===== config.mk =====
export PLATFORM = sky130hd
export DESIGN_NAME = serial_link_tx
export DESIGN_NICKNAME = d
export VERILOG_FILES = /design/src/rtl/serial_link_tx.sv
export SDC_FILE = /design/constraint.sdc
export NUM_CORES = 1
export LEC_CHECK = 0
export ABC_AREA = 0
export CAP_MARGIN = 5
export CORE_MARGIN = 2
export CORE_UTILIZATION = 40
export CTS_BUF_LIST = sky130_fd_sc_hd__clkbuf_8 sky130_fd_sc_hd__clkbuf_16
export CTS_CLUSTER_SIZE = 20
export DETAILED_ROUTE_END_ITERATION = 7
export SLEW_MARGIN = 10
export SYNTH_ARGS = -nofsm -noshare
export SYNTH_HDL_FRONTEND = slang
export SYNTH_SLANG_ARGS = --single-unit

===== constraint.sdc =====
create_clock -name i_clk -period 2.2 [get_ports i_clk]
set_input_delay 0.22 -clock i_clk [delete_from_list [all_inputs] [get_ports i_clk]]
set_output_delay 0.22 -clock i_clk [all_outputs]
set_load 0.1 [all_outputs]

===== src/rtl/serial_link_tx.sv =====
// Request-side serial link driver: buffers parallel words in a small FIFO and
// shifts each one out LSB-first on a/b, retrying unacknowledged words before dropping them.
module serial_link_tx #(
    parameter int WIDTH     = 8,
    parameter int DEPTH     = 4,
    parameter int TIMEOUT   = 16,
    parameter int MAX_RETRY = 3
) (
    input  logic             i_clk,
    input  logic             i_rst,
    input  logic             i_valid,
    output logic             o_ready,
    input  logic [WIDTH-1:0] i_data,
    output logic             o_a,
    output logic             o_b,
    input  logic             i_c,
    input  logic             i_d,
    output logic             o_done,
    output logic             o_drop,
    output logic             o_busy
);

    localparam int AW = $clog2(DEPTH);
    localparam int CW = AW + 1;
    localparam int BW = $clog2(WIDTH);
    localparam int TW = $clog2(TIMEOUT) + 1;
    localparam int RW = $clog2(MAX_RETRY + 1) + 1;

    localparam logic [CW-1:0] FULL_COUNT = CW'(DEPTH);
    localparam logic [BW-1:0] LAST_BIT   = BW'(WIDTH - 1);
    localparam logic [TW-1:0] LAST_TICK  = TW'(TIMEOUT - 1);
    localparam logic [RW-1:0] RETRY_MAX  = RW'(MAX_RETRY);

    typedef enum logic [1:0] {
        S_IDLE  = 2'd0,
        S_SHIFT = 2'd1,
        S_WAIT  = 2'd2
    } state_t;

    logic [WIDTH-1:0] r_mem [DEPTH];
    logic [AW-1:0]    r_wr_ptr;
    logic [AW-1:0]    r_rd_ptr;
    logic [CW-1:0]    r_count;
    logic             r_ready;

    state_t           r_state;
    logic [WIDTH-1:0] r_hold;
    logic [BW-1:0]    r_bit_idx;
    logic [TW-1:0]    r_timer;
    logic [RW-1:0]    r_retry;

    logic             r_a;
    logic             r_b;
    logic             r_done;
    logic             r_drop;
    logic             r_busy;

    logic             w_push;
    logic             w_pop;
    logic [CW-1:0]    w_count_nxt;
    state_t           w_state_nxt;
    logic [WIDTH-1:0] w_hold_nxt;
    logic [BW-1:0]    w_bit_idx_nxt;
    logic [TW-1:0]    w_timer_nxt;
    logic [RW-1:0]    w_retry_nxt;
    logic             w_done_nxt;
    logic             w_drop_nxt;

    assign w_push = i_valid && r_ready;

    // FIFO occupancy for the next cycle
    always_comb begin
        case ({w_push, w_pop})
            2'b10:   w_count_nxt = r_count + CW'(1);
            2'b01:   w_count_nxt = r_count - CW'(1);
            default: w_count_nxt = r_count;
        endcase
    end

    // FIFO storage, pointers and registered ready flag
    always_ff @(posedge i_clk or negedge i_rst) begin
        if (!i_rst) begin
            for (int i = 0; i < DEPTH; i++) begin
                r_mem[i] <= {WIDTH{1'b0}};
            end
            r_wr_ptr <= AW'(0);
            r_rd_ptr <= AW'(0);
            r_count  <= CW'(0);
            r_ready  <= 1'b1;
        end else begin
            if (w_push) begin
                r_mem[r_wr_ptr] <= i_data;
                r_wr_ptr        <= r_wr_ptr + AW'(1);
            end
            if (w_pop) begin
                r_rd_ptr <= r_rd_ptr + AW'(1);
            end
            r_count <= w_count_nxt;
            r_ready <= (w_count_nxt != FULL_COUNT);
        end
    end

    // Next-state and datapath decisions; an ack in the timeout cycle takes priority
    always_comb begin
        w_state_nxt   = r_state;
        w_hold_nxt    = r_hold;
        w_bit_idx_nxt = r_bit_idx;
        w_timer_nxt   = r_timer;
        w_retry_nxt   = r_retry;
        w_pop         = 1'b0;
        w_done_nxt    = 1'b0;
        w_drop_nxt    = 1'b0;
        case (r_state)
            S_IDLE: begin
                if (r_count != CW'(0)) begin
                    w_pop         = 1'b1;
                    w_hold_nxt    = r_mem[r_rd_ptr];
                    w_bit_idx_nxt = BW'(0);
                    w_retry_nxt   = RW'(0);
                    w_state_nxt   = S_SHIFT;
                end else begin
                    w_state_nxt = S_IDLE;
                end
            end
            S_SHIFT: begin
                if (i_c) begin
                    if (r_bit_idx == LAST_BIT) begin
                        w_timer_nxt = TW'(0);
                        w_state_nxt = S_WAIT;
                    end else begin
                        w_bit_idx_nxt = r_bit_idx + BW'(1);
                    end
                end else begin
                    w_state_nxt = S_SHIFT;
                end
            end
            S_WAIT: begin
                if (i_d) begin
                    w_done_nxt  = 1'b1;
                    w_state_nxt = S_IDLE;
                end else if (r_timer == LAST_TICK) begin
                    if (r_retry < RETRY_MAX) begin
                        w_retry_nxt   = r_retry + RW'(1);
                        w_bit_idx_nxt = BW'(0);
                        w_state_nxt   = S_SHIFT;
                    end else begin
                        w_drop_nxt  = 1'b1;
                        w_state_nxt = S_IDLE;
                    end
                end else begin
                    w_timer_nxt = r_timer + TW'(1);
                end
            end
            default: begin
                w_state_nxt = S_IDLE;
            end
        endcase
    end

    // FSM state and word-tracking registers
    always_ff @(posedge i_clk or negedge i_rst) begin
        if (!i_rst) begin
            r_state   <= S_IDLE;
            r_hold    <= {WIDTH{1'b0}};
            r_bit_idx <= BW'(0);
            r_timer   <= TW'(0);
            r_retry   <= RW'(0);
        end else begin
            r_state   <= w_state_nxt;
            r_hold    <= w_hold_nxt;
            r_bit_idx <= w_bit_idx_nxt;
            r_timer   <= w_timer_nxt;
            r_retry   <= w_retry_nxt;
        end
    end

    // Link outputs are registered from next-state so they line up with the SHIFT state
    always_ff @(posedge i_clk or negedge i_rst) begin
        if (!i_rst) begin
            r_a    <= 1'b0;
            r_b    <= 1'b0;
            r_done <= 1'b0;
            r_drop <= 1'b0;
            r_busy <= 1'b0;
        end else begin
            r_a    <= (w_state_nxt == S_SHIFT);
            r_b    <= (w_state_nxt == S_SHIFT) ? w_hold_nxt[w_bit_idx_nxt] : 1'b0;
            r_done <= w_done_nxt;
            r_drop <= w_drop_nxt;
            r_busy <= (w_state_nxt != S_IDLE) || (w_count_nxt != CW'(0));
        end
    end

    assign o_ready = r_ready;
    assign o_a     = r_a;
    assign o_b     = r_b;
    assign o_done  = r_done;
    assign o_drop  = r_drop;
    assign o_busy  = r_busy;

endmodule

Yosys cells after proc, flatten, opt, wreduce, memory -nomap -nowiden

Cells that the tools add are included.
W data, S select, Z words.

Add/subtract/negate cells: 7
Multiply operators: 0
Divide/modulo/power cells: 0
Magnitude comparators: 5
Eq/ne operators: 15
Shift operators: 0
Multiplexer cells: 44
Bitwise logic cells: 2
Reduce and logical (&&, ||, !) cells: 11

Operator list:

| cell                  | number |
|---|---|
| $mux W8               | 5 |
| $bwmux W32            | 1 |
| $mux W3               | 10 |
| $mux W5               | 4 |
| $bmux W8 S2           | 1 |
| $demux W8 S2          | 1 |
| $ne A2 B2 Y1 const B  | 7 |
| $mux W1               | 12 |
| $pmux W3 S2           | 2 |
| $pmux W5 S2           | 1 |
| $reduce_and A5 Y1     | 2 |
| $add A3 B1 Y3 const B | 3 |
| $pmux W3 S3           | 1 |
| $mux W2               | 4 |
| $eq A2 B1 Y1 const B  | 3 |
| $ge A3 B3 Y1 const B  | 2 |
| $not A2 Y3            | 2 |
| $pmux W2 S3           | 1 |
| $reduce_bool A2 Y1    | 3 |
| $reduce_bool A3 Y1    | 2 |
| $add A5 B1 Y5 const B | 1 |
| $eq A5 B4 Y1 const B  | 1 |
| $add A2 B1 Y2 const B | 2 |
| $eq A2 B2 Y1 const B  | 2 |
| 10 further kinds      | 11 |

Bits in registers: 66
Latch bits: 0
RAM bits: 0
Memory bits (read-only): 0
Output and inout port bits: 6
Word-level logic and storage cells: 102
Memories: 0

Depth between registers and ports, before layout

Gate-level depths: netlist (run 1).

Depth in word-level cells: 9
Mapped depth: 11
Gate-level depth less buffers: 10

Least setup slack after synthesis (run 1)

No wires, ideal clock.

Kind: flip-flop to flip-flop
From: register r_ready, in the netlist o_ready
To: register r_busy, in the netlist o_busy
Setup time: 0.072 ns
Data arrival time: 2.199 ns
Required time: 2.128 ns
Setup slack: -0.071 ns
Cell stages (with the launch flop): 9
Buffers on the path: 1
Path through: dfstp_2 > clkbuf_1 > nand2_1 > ha_1 > inv_1 > fa_1 > o21ai_0 > nor2_1 > nand4b_1

Cells in the longest elaborated chain, start to end: 5
Elaborated cells on any way between the ends: 6
Classes of those cells: 2 x eq/ne; 1 x mux; 3 x reduce/logical

Ends and longest elaborated chain:

| element                                      | RTL line | RTL |
|---|---|---|
| from (decl)                                  | 44       | `logic r_ready;` |
| from (signal assigned)                       | 99       | `r_ready <= (w_count_nxt != FULL_COUNT);` |
| $logic_and A1 B1 Y1 (*)                      | 69       | `assign w_push = i_valid && r_ready;` |
| $eq A2 B1 Y1 or $eq A2 B2 Y1 (tied branches) | 73       | `case ({w_push, w_pop})` |
| $pmux W3 S2 (*)                              | 73       |  |
| net w_count_nxt[1]                           | 60       | `logic [CW-1:0] w_count_nxt;` |
| $reduce_bool A3 Y1 (*)                       | 190      | `r_busy <= (w_state_nxt != S_IDLE) \|\| (w_count_nxt != CW'(0));` |
| $logic_or A1 B1 Y1 (*)                       | 190      |  |
| to (signal assigned)                         | 190      |  |
| to (decl)                                    | 56       | `logic r_busy;` |

The timed path passes the listed nets; every way through them passes the cells marked *.
A chain may end at the register's enable or synchronous reset.

Worst setup path after layout (run 1)

From: register r_count[0]
To: register r_busy, in the netlist o_busy

Cells in the longest elaborated chain, start to end: 7
Elaborated cells on any way between the ends: 13
Classes of those cells: 2 x add/sub; 2 x eq/ne; 5 x mux; 4 x reduce/logical

Ends and longest elaborated chain:

| element                                      | RTL line | RTL |
|---|---|---|
| from (decl)                                  | 43       | `logic [CW-1:0] r_count;` |
| from (signal assigned)                       | 98       | `r_count <= w_count_nxt;` |
| $reduce_bool A3 Y1                           | 115      | `if (r_count != CW'(0)) begin` |
| $mux W1                                      | 115      |  |
| $mux W1                                      | 113      | `case (r_state)` |
| $eq A2 B1 Y1 or $eq A2 B2 Y1 (tied branches) | 73       |  |
| $pmux W3 S2 (*)                              | 73       |  |
| net w_count_nxt[1]                           | 60       |  |
| $reduce_bool A3 Y1 (*)                       | 190      |  |
| $logic_or A1 B1 Y1 (*)                       | 190      |  |

Marked as above.

==> metrics.txt, run 1 <==
run status finished, final reports clean; total clock buffers created by CTS 9; routed wire length 5.60 mm; maximum achievable frequency 0.479 GHz; library cells used by synthesis 48; most frequent cells in the layout dfrtp_1, mux2_2, buf_4; worst supply voltage drop on vdd between 0.6 and 0.7 mV; antenna diode count 0; number of synthesized flops with an enable pin 0; post-detailed-route count of antenna-violating nets 0; start-to-end type of the worst setup path reg -> reg; global-route wire length before repair 9.67 mm; Max stage delay cell, worst path dfrtp_1; Static Leakage approximately 1.7 nW; commonest non-fill, non-tap cell in the layout dfrtp_1; final instance area 3720 um^2; net total in the final layout between 300 and 400; layout overhead on the synthesized area 20.5%; core occupancy in the finished layout 0.489; placed instance area approximately 3500 um^2; total I/O pin count 19; CP top delay family simple AND/OR/NAND/NOR gates; DR vias 1,935; Starting Density 0.405; largest net degree at the start of global routing 49; gate count of the mapped netlist 233; final hold vios 0; Max Slew Vio Count 0; detailed placer's ending HPWL 3.93 mm; combined buffer and inverter count along the critical path 2; actual slew at the worst max-slew pin around 500 ps; Core Area 7610 um^2; clock-pin slew of the registers on the worst-case setup and hold paths around 70 ps; final critical-path share of the clock period 0.948; number of DRC markers after the initial detailed-route iteration 74; IO Port Bufs 18; Synth Area per Inst between 10 and 15 um^2; DR pass1 iterations 4; Clock Sink Count 66; unrepaired setup endpoints after global routing no; cell-by-cell trace of the critical path or3_4, nand2_4, inv_2, ha_1, inv_1, fa_1, o21ai_0, nor2_1, nand4b_1; die span in y roughly 90 um; synthesized area 3080 um^2; global-route usage over all layers 0.150; Synth Warn # 0; number of antenna violations at the first check in global routing 0; die outline width 91.8 um; total gr overflow 0; part of the Yosys area used for sequential elements 0.536; fraction of layout instances using a drive strength above 1 0.369; fillcell total roughly 700; Synth async-reset ratio 1.00; setup violation total in the final timing report 0; total area of multi-input combinational cells ~1400 um^2; post-synthesis sequential element count 66; H-tree level count 3; path type of the worst min-delay path in -> async; number of placement rows 32; max capacitance violation total 0; data required time at the worst endpoint 2480 ps; TritonCTS clock tree done; largest fanout of any net on the critical path 4; Longest Clk Path Bufs 2; final period demand of the worst path around 2100 ps; number of global-route vias before repair 1,961; latest clock arrival within the worst-skew pair 340 ps; DRC viols 0; Setup Skew 7.84 ps; syn_nets 256; average wire per standard cell approximately 15 um; Worst path max stage delay 420 ps; Final Power 0.00520 W; FF/Latch Area 1660 um^2; Clock Tree Root clkbuf_8; arrival time worst endpoint 2360 ps; global placement routability congestion a little under 0.8; endpoint type of the worst setup path register; Slew HR 0.667; type of element launching the critical path register; worst setup slack for register-to-register paths 110 ps; Vias per Instance about 5; floorplan die area ~8400 um^2; Power Dens Cells ~1400 nW/um^2; top flip-flop cell by instance count after synthesis dfrtp_1
routing by layer:
layer | up-vias | routed length, um | GRT usage
met4 | 0 | 106 | 0.0659
met2 | 34 | 2650 | 0.231
met5 | - | 0 | 0
met3 | 10 | 206 | 0.0468
li1 | 924 | - | -
met1 | 967 | 2640 | 0.197
stage by stage:
stage / instances / hold slack [ps] / worst slack (ps) / TNS, ps
2_1_floorplan: 233 / -75.6 / 13.3 / 0
5_1_grt: 384 / 382 / 24.6 / 0
3_5_place_dp: 363 / 202 / -83.8 / -83.8
4_1_cts: 379 / 359 / 31.2 / 0
6_report: 384 / 353 / 114 / 0
3_3_place_gp: 363 / 192 / -75.1 / -75.1
flip-flops by register name (all words and copies together), names as in the netlist, 2 cells and up:
register / flops
r_bit_idx: 3
r_count: 3
r_hold: 8
r_mem: 32
r_rd_ptr: 2
r_retry: 3
r_state: 2
r_timer: 5
r_wr_ptr: 2
synthesized netlist by cell type, types with 2 or more instances:
library cell  instances  area share
dfrtp_1              65        0.53
mux2_2               38        0.14
inv_1                12       0.015
nand2_1              12       0.015
nor2_1               10       0.012
ha_1                  9       0.037
mux4_2                8       0.058
nand3_1               8       0.013
o21ai_0               6      0.0097
clkbuf_1              4      0.0049
nor3_1                4      0.0065
xnor2_1               4       0.011
xor2_1                4       0.011
a31oi_1               3      0.0061
mux2_4                3       0.015
o21a_1                3      0.0073
a21oi_1               2      0.0032
a22o_1                2      0.0057
and3_1                2      0.0041
mux2i_1               2      0.0065
nand2b_1              2      0.0041
nand4_1               2      0.0041
o2111ai_1             2      0.0057
o21ai_1               2      0.0032
worst paths after layout:
path	start	endpoint	cells after the start
worst max-delay path	r_count[0]	o_busy	9
worst min-delay path	i_rst	o_busy	2
worst max register to register	r_count[0]	o_busy	9
worst min register to register	r_hold[5]	r_hold[5]	1
max in group asynchronous	i_rst	r_bit_idx[1]	3
min in group i_clk	r_hold[5]	r_hold[5]	1
report_power, final:
group | switching [W] | internal, W | total, W
registers | 0.000298 | 0.00175 | 0.00205
logic | 0.00108 | 0.00126 | 0.00234
clock network | 0.000431 | 0.000386 | 0.000817
timing repair:
action	4_1_cts	5_1_grt
endpoints found under the hold margin	17	0
hold buffers	1	0
buffers inserted	0	5
gates resized for setup	0	10
setup endpoints to repair	0	4
layout make-up:
class,instances,share of cell area
Sequential cell,66,0.446
Multi-Input combinational cell,147,0.369
Timing Repair Buffer,41,0.0969
Tap cell,102,0.0343
Clock buffer,9,0.0333
Inverter,13,0.0131
Clock inverter,6,0.00740
cell families after synthesis:
family	after synthesis	share of synthesized area
flops	66	0.536
mux	52	0.222
fa+ha+maj	10	0.0430
buf+inv	20	0.0272
compound gates	28	0.0673
simple gates	49	0.0820
xor+xnor	8	0.0227
(Power assumes the default switching activity.)
==> inputs of run 2 (changes only) <==
--- a/config.mk
+++ b/config.mk
@@ -7,11 +7,15 @@
 export LEC_CHECK = 0
 export ABC_AREA = 0
 export CAP_MARGIN = 5
+export CELL_PAD_IN_SITES_DETAIL_PLACEMENT = 1
+export CELL_PAD_IN_SITES_GLOBAL_PLACEMENT = 2
 export CORE_MARGIN = 2
-export CORE_UTILIZATION = 40
+export CORE_UTILIZATION = 37
 export CTS_BUF_LIST = sky130_fd_sc_hd__clkbuf_8 sky130_fd_sc_hd__clkbuf_16
 export CTS_CLUSTER_SIZE = 20
 export DETAILED_ROUTE_END_ITERATION = 7
+export GPL_TIMING_DRIVEN = 0
+export PLACE_DENSITY_LB_ADDON = 0.1
 export SLEW_MARGIN = 10
 export SYNTH_ARGS = -nofsm -noshare
 export SYNTH_HDL_FRONTEND = slang
==> run 2 against run 1 <==
Die area rose by 7.7%. Critical path depth stayed put. Core utilization fell by 1.8 points. Via count is essentially flat. Maximum frequency down 3.3%. Highest routed layer unchanged.
==> metrics.txt, run 2 (synthesis results as in run 1) <==
fillcell total 836 (was 695); Clock Sink Count 66 (unchanged); register containing the most flip-flops in the final layout r_mem (unchanged); worst setup slack for register-to-register paths 40 ps (was 110 ps); launch point of the critical path r_count[1] (was r_count[0]); final critical-path share of the clock period 0.980 (was 0.948); Vias per Instance 4.98 (was 5.04); fraction of layout instances using a drive strength above 1 0.375 (was 0.369); H-tree level count 3 (unchanged); total gr overflow 0 (unchanged); average wire per standard cell 16.8 um (was 14.6 um); post-route worst hold slack 274 ps (was 353 ps); global-route usage over all layers 0.162 (was 0.150); Worst path max stage delay 420 ps (about the same); number of antenna violations at the first check in global routing 0 (unchanged); reg-to-reg endpoint o_b (was o_busy); flip-flop count of the largest register, all copies and words added 32 (unchanged); critical hold path startpoint i_valid; DR vias 1,934 (was 1,935); max capacitance violation total 0 (unchanged); global placement routability congestion 0.725 (was 0.794); combinational fraction of design power 0.448 (was 0.449); registers with the most flip-flops r_mem x32, r_hold x8, r_timer x5 (unchanged); antenna diode count 0 (unchanged); post-detailed-route count of antenna-violating nets 0 (unchanged); start-to-end type of the worst setup path reg -> reg (unchanged); Max stage delay cell, worst path or3_4 (was dfrtp_1); actual slew at the worst max-slew pin 964 ps (was 498 ps); TritonCTS clock tree done (unchanged); latest clock arrival within the worst-skew pair 340 ps (about the same); core occupancy in the finished layout 0.471 (was 0.489); FF/Latch Area 1660 um^2 (about the same); net load switching power 0.00196 W (was 0.00181 W); Power Dens Cells 1490 nW/um^2 (was 1400 nW/um^2); R2R depth 9 (unchanged); cell-internal power 0.00373 W (was 0.00339 W); cell-by-cell trace of the critical path or3_4, nand2_4, inv_4, buf_12, buf_4, mux2_4, mux2_1, nand4_1, a31oi_1 (was or3_4, nand2_4, inv_2, ha_1, inv_1, fa_1, o21ai_0, nor2_1, nand4b_1); Longest Clk Path Bufs 2 (unchanged); clock-pin slew of the registers on the worst-case setup and hold paths 80 ps (was 70 ps); Starting Density 0.379 (was 0.405); Core Area 8130 um^2 (was 7610 um^2); Total Neg Setup Slack 0 ps (unchanged); total area of multi-input combinational cells 1410 um^2 (was 1370 um^2); largest fanout of any net on the critical path 7 (was 4); fraction of power consumed by sequential logic 0.359 (was 0.394); die span in y 95.3 um (was 91.8 um); layout overhead on the synthesized area 24.2% (was 20.5%); worst slack at placement -254 ps (was -83.8 ps); IO Port Bufs 17 (was 18); DRC viols 0 (unchanged); global-route wire length before repair 10.6 mm (was 9.67 mm); largest net degree at the start of global routing 40 (was 49); detailed placer's ending HPWL 4.32 mm (was 3.93 mm); Sw Ratio 0.345 (was 0.348); Clock Tree Root clkbuf_8 (unchanged); critical path endpoint o_b (was o_busy); final hold vios 0 (unchanged); Max Slew Vio Count 0 (unchanged); worst supply voltage drop on vdd 0.481 mV (was 0.646 mV); worst r2r src r_count[1] (was r_count[0]); total I/O pin count 19 (unchanged); net total in the final layout 301 (unchanged); number of DRC markers after the initial detailed-route iteration 24 (was 74); setup violation total in the final timing report 0 (unchanged); data required time at the worst endpoint 2410 ps (was 2480 ps); final setup slack of the worst path 43.9 ps (was 114 ps); routed wire length 6.51 mm (was 5.60 mm); DR pass1 iterations 4 (unchanged); unrepaired setup endpoints after global routing yes (was no); most frequent cells in the layout dfrtp_1, mux2_2, buf_4 (unchanged); number of global-route vias before repair 2,102 (was 1,961); path type of the worst min-delay path in -> reg (was in -> async); arrival time worst endpoint 2370 ps (was 2360 ps); run status finished, final reports clean (unchanged); number of placement rows 33 (was 32); endpoint type of the worst setup path register (unchanged); Setup Skew 10.7 ps (was 7.84 ps); fraction of power consumed by the clock network 0.192 (was 0.157); Slew HR 0.355 (was 0.667); maximum achievable frequency 0.464 GHz (was 0.479 GHz); floorplan die area 9080 um^2 (was 8430 um^2); total clock buffers created by CTS 9 (unchanged); commonest non-fill, non-tap cell in the layout dfrtp_1 (unchanged); Static Leakage 1.65 nW (about the same); die outline width 95.3 um (was 91.8 um); final period demand of the worst path 2160 ps (was 2090 ps); type of element launching the critical path register (unchanged)
run 2: cell count changes in the layout (fill, tap and decap cells not counted), moves of 3 or more:
cell	previous run	this run
buf_4	26	17
clkdlybuf4s50_1	11	15
clkinv_2	4	1
o21ai_2	1	4
run 2: critical path: cells and delay by family, from the launching register on:
family                 cells  cell delay, ps
multiplexers               2             610
buffers and inverters      3             320
AND/OR/NAND/NOR            3             610
flip-flops                 1             390
AO/OA/AOI/OAI              1             100
run 2: cell type report:
type,instances,share of cell area
Sequential cell,66,0.433
Multi-Input combinational cell,147,0.368
Timing Repair Buffer,36,0.0856
Tap cell,105,0.0343
Clock buffer,9,0.0323
Clock inverter,7,0.0229
Inverter,13,0.0134
Buffer,5,0.0101
run 2: metrics by stage:
step	cells	power [W]	instance area [um^2]
finish	388	0.00569	3830
detailed placement	356	0.00431	3410
global route	388	0.00609	3830
floorplan	233	0.00375	3090
global placement	355	0.00426	3390
CTS	381	0.00559	3710
run 2: metal layers:
metal | track usage | wire, um
met1 | 0.194 | 2980
met4 | 0.0833 | 125
met5 | 0 | 0
met2 | 0.272 | 3230
met3 | 0.0387 | 173
run 2: worst min path at each step:
| stage | slack (ps) | cells past startpoint | end |
|---|---|---|---|
| final | 270 | 3 | r_wr_ptr[0] |
| after detailed placement | 170 | 1 | r_timer[1] |
| after floorplan | -80 | 0 | o_a |
| after global routing | 290 | 3 | r_wr_ptr[0] |
| after global placement | 470 | 2 | r_hold[6] |
| after CTS | 280 | 3 | r_wr_ptr[0] |
run 2: timing repair:
action | 4_1_cts | 5_1_grt
endpoints found under the hold margin | 26 | 0
gates resized for setup | 13 | 16
endpoints found under the setup margin | 6 | 4
setup buffers | 8 | 9
pin swaps | 5 | 7
hold buffers | 1 | 0
run 2: power groups by stage:
stage               clock network [W]  registers (W)  logic (W)
finish                        0.00109        0.00205    0.00255
global route                  0.00119        0.00212    0.00278
CTS                           0.00114        0.00201    0.00245
detailed placement                  0        0.00205    0.00227
global placement                    0        0.00203    0.00222
floorplan                           0        0.00215    0.00160
==> inputs of run 3 (changes only) <==
--- a/config.mk
+++ b/config.mk
@@ -15,6 +15,7 @@
 export CTS_CLUSTER_SIZE = 20
 export DETAILED_ROUTE_END_ITERATION = 7
 export GPL_TIMING_DRIVEN = 0
+export MAX_ROUTING_LAYER = met4
 export PLACE_DENSITY_LB_ADDON = 0.1
 export SLEW_MARGIN = 10
 export SYNTH_ARGS = -nofsm -noshare
==> run 3 against run 2 <==
Setup slack gained 1.5 ps. Largest power group unchanged. Sequential power is essentially flat. Final cell count did not move. Largest cell class unchanged.
==> metrics.txt, run 3 (synthesis results as in run 1) <==
post-route worst hold slack 275 ps (was 274 ps); run status finished, final reports clean (unchanged); TritonCTS clock tree done (unchanged); global placement routability congestion 0.733 (was 0.725); arrival time worst endpoint 2370 ps (about the same); latest clock arrival within the worst-skew pair 340 ps (about the same); routed wire length 6.53 mm (was 6.51 mm); IO Port Bufs 17 (unchanged); flip-flop count of the largest register, all copies and words added 32 (unchanged); Max stage delay cell, worst path or3_4 (unchanged); DR pass1 iterations 4 (unchanged); die outline width 95.3 um (unchanged); DR vias 1,938 (was 1,934); average wire per standard cell 16.8 um (about the same); final critical-path share of the clock period 0.979 (was 0.980); Core Area 8130 um^2 (unchanged); total I/O pin count 19 (unchanged); count of non-filler cells in the finished layout 388 (unchanged); worst supply voltage drop on vdd 0.481 mV (about the same); cell-by-cell trace of the critical path or3_4, nand2_4, inv_4, buf_12, buf_4, mux2_4, mux2_1, nand4_1, a31oi_1 (unchanged); Static Leakage 1.65 nW (unchanged); fraction of layout instances using a drive strength above 1 0.375 (unchanged); register containing the most flip-flops in the final layout r_mem (unchanged); data required time at the worst endpoint 2410 ps (about the same); max capacitance violation total 0 (unchanged); registers with the most flip-flops r_mem x32, r_hold x8, r_timer x5 (unchanged); actual slew at the worst max-slew pin 964 ps (unchanged); final hold vios 0 (unchanged); Max Slew Vio Count 0 (unchanged); # placed instances 356 (unchanged); Vias per Instance 4.99 (was 4.98); type of element launching the critical path register (unchanged); number of placement rows 33 (unchanged); H-tree level count 3 (unchanged); global-route wire length before repair 10.7 mm (was 10.6 mm); clock-pin slew of the registers on the worst-case setup and hold paths 80 ps (about the same); post-detailed-route count of antenna-violating nets 0 (unchanged); commonest non-fill, non-tap cell in the layout dfrtp_1 (unchanged); DRC viols 0 (unchanged); Starting Density 0.379 (unchanged); antenna diode count 0 (unchanged); setup violation total in the final timing report 0 (unchanged); Longest Clk Path Bufs 2 (unchanged); endpoint type of the worst setup path register (unchanged); CP top delay family simple AND/OR/NAND/NOR gates (unchanged); number of antenna violations at the first check in global routing 0 (unchanged); Slew HR 0.355 (unchanged); net total in the final layout 301 (unchanged); detailed placer's ending HPWL 4.32 mm (unchanged); maximum achievable frequency 0.464 GHz (about the same); most frequent cells in the layout dfrtp_1, mux2_2, buf_4 (unchanged); global-route usage over all layers 0.167 (was 0.162); path type of the worst min-delay path in -> reg (unchanged); worst slack at placement -254 ps (unchanged); largest net degree at the start of global routing 40 (unchanged); Setup Skew 10.1 ps (was 10.7 ps); layout overhead on the synthesized area 24.2% (unchanged); Clock Sink Count 66 (unchanged); unrepaired setup endpoints after global routing yes (unchanged); largest fanout of any net on the critical path 7 (unchanged); Power Dens Cells 1490 nW/um^2 (about the same); total clock buffers created by CTS 9 (unchanged); number of DRC markers after the initial detailed-route iteration 36 (was 24); Worst path max stage delay 420 ps (about the same); floorplan die area 9080 um^2 (unchanged); die span in y 95.3 um (unchanged); combined buffer and inverter count along the critical path 3 (unchanged); Clock Tree Root clkbuf_8 (unchanged); total gr overflow 0 (unchanged); number of global-route vias before repair 2,100 (was 2,102); final setup slack of the worst path 45.4 ps (was 43.9 ps); final period demand of the worst path 2150 ps (was 2160 ps); start-to-end type of the worst setup path reg -> reg (unchanged)
-- run 3: cell counts in the layout (fill, tap and decap cells not counted) --
No cell type changed its count.
-- run 3: cell type report --
cell class,instances,area [um^2]
Fill cell,836,4300
Tap cell,105,131
Timing Repair Buffer,36,328
Buffer,5,38.8
Clock buffer,9,124
Sequential cell,66,1660
Multi-Input combinational cell,147,1410
Inverter,13,51.3
Clock inverter,7,87.6
-- run 3: routing by layer --
layer | up-vias | routed length, um | GRT usage
li1 | 923 | - | -
met1 | 981 | 2960 | 0.196
met2 | 27 | 3270 | 0.271
met3 | 7 | 164 | 0.0364
met4 | 0 | 129 | 0.0833
met5 | - | 0 | -
-- run 3: final timing paths --
check | start | to | slack (ps) | cells past startpoint
min in group asynchronous | i_rst | r_timer[3] | 330 | 2
worst max register to register | r_count[1] | o_b | 50 | 9
worst max-delay path | r_count[1] | o_b | 50 | 9
max in group asynchronous | i_rst | r_bit_idx[0] | 1310 | 3
worst min register to register | r_hold[6] | r_hold[6] | 500 | 2
worst min-delay path | i_valid | r_wr_ptr[0] | 280 | 3
-- run 3: where the power goes --
group	internal, W	switching [W]	total, W
clock	0.000628	0.000468	0.00110
combinational	0.00135	0.00120	0.00255
sequential	0.00175	0.000293	0.00205
total	0.00373	0.00196	0.00569
-- run 3: worst reg2reg max path: stages (launching register included) --
cell	delay, ps
dfrtp_1	390
or3_4	420
nand2_4	90
inv_4	40
buf_12	120
buf_4	160
mux2_4	310
mux2_1	300
nand4_1	100
a31oi_1	100
-- run 3: through the flow --
step | setup TNS [ps] | total power (W) | instance area, um^2 | utilization
6_report | 0 | 0.00569 | 3830 | 0.471
5_1_grt | -86.2 | 0.00610 | 3830 | 0.471
4_1_cts | -6.04 | 0.00559 | 3710 | 0.457
3_5_place_dp | -848 | 0.00431 | 3410 | 0.419
3_3_place_gp | -96800 | 0.00426 | 3390 | 0.417
2_1_floorplan | 0 | 0.00375 | 3090 | -
-- run 3: timing repair --
item / 4_1_cts / 5_1_grt
hold endpoints to repair: 26 / 0
pin swaps: 5 / 7
setup buffers: 8 / 9
hold buffers: 1 / 0
resized for setup: 13 / 16
setup endpoints to repair: 6 / 4
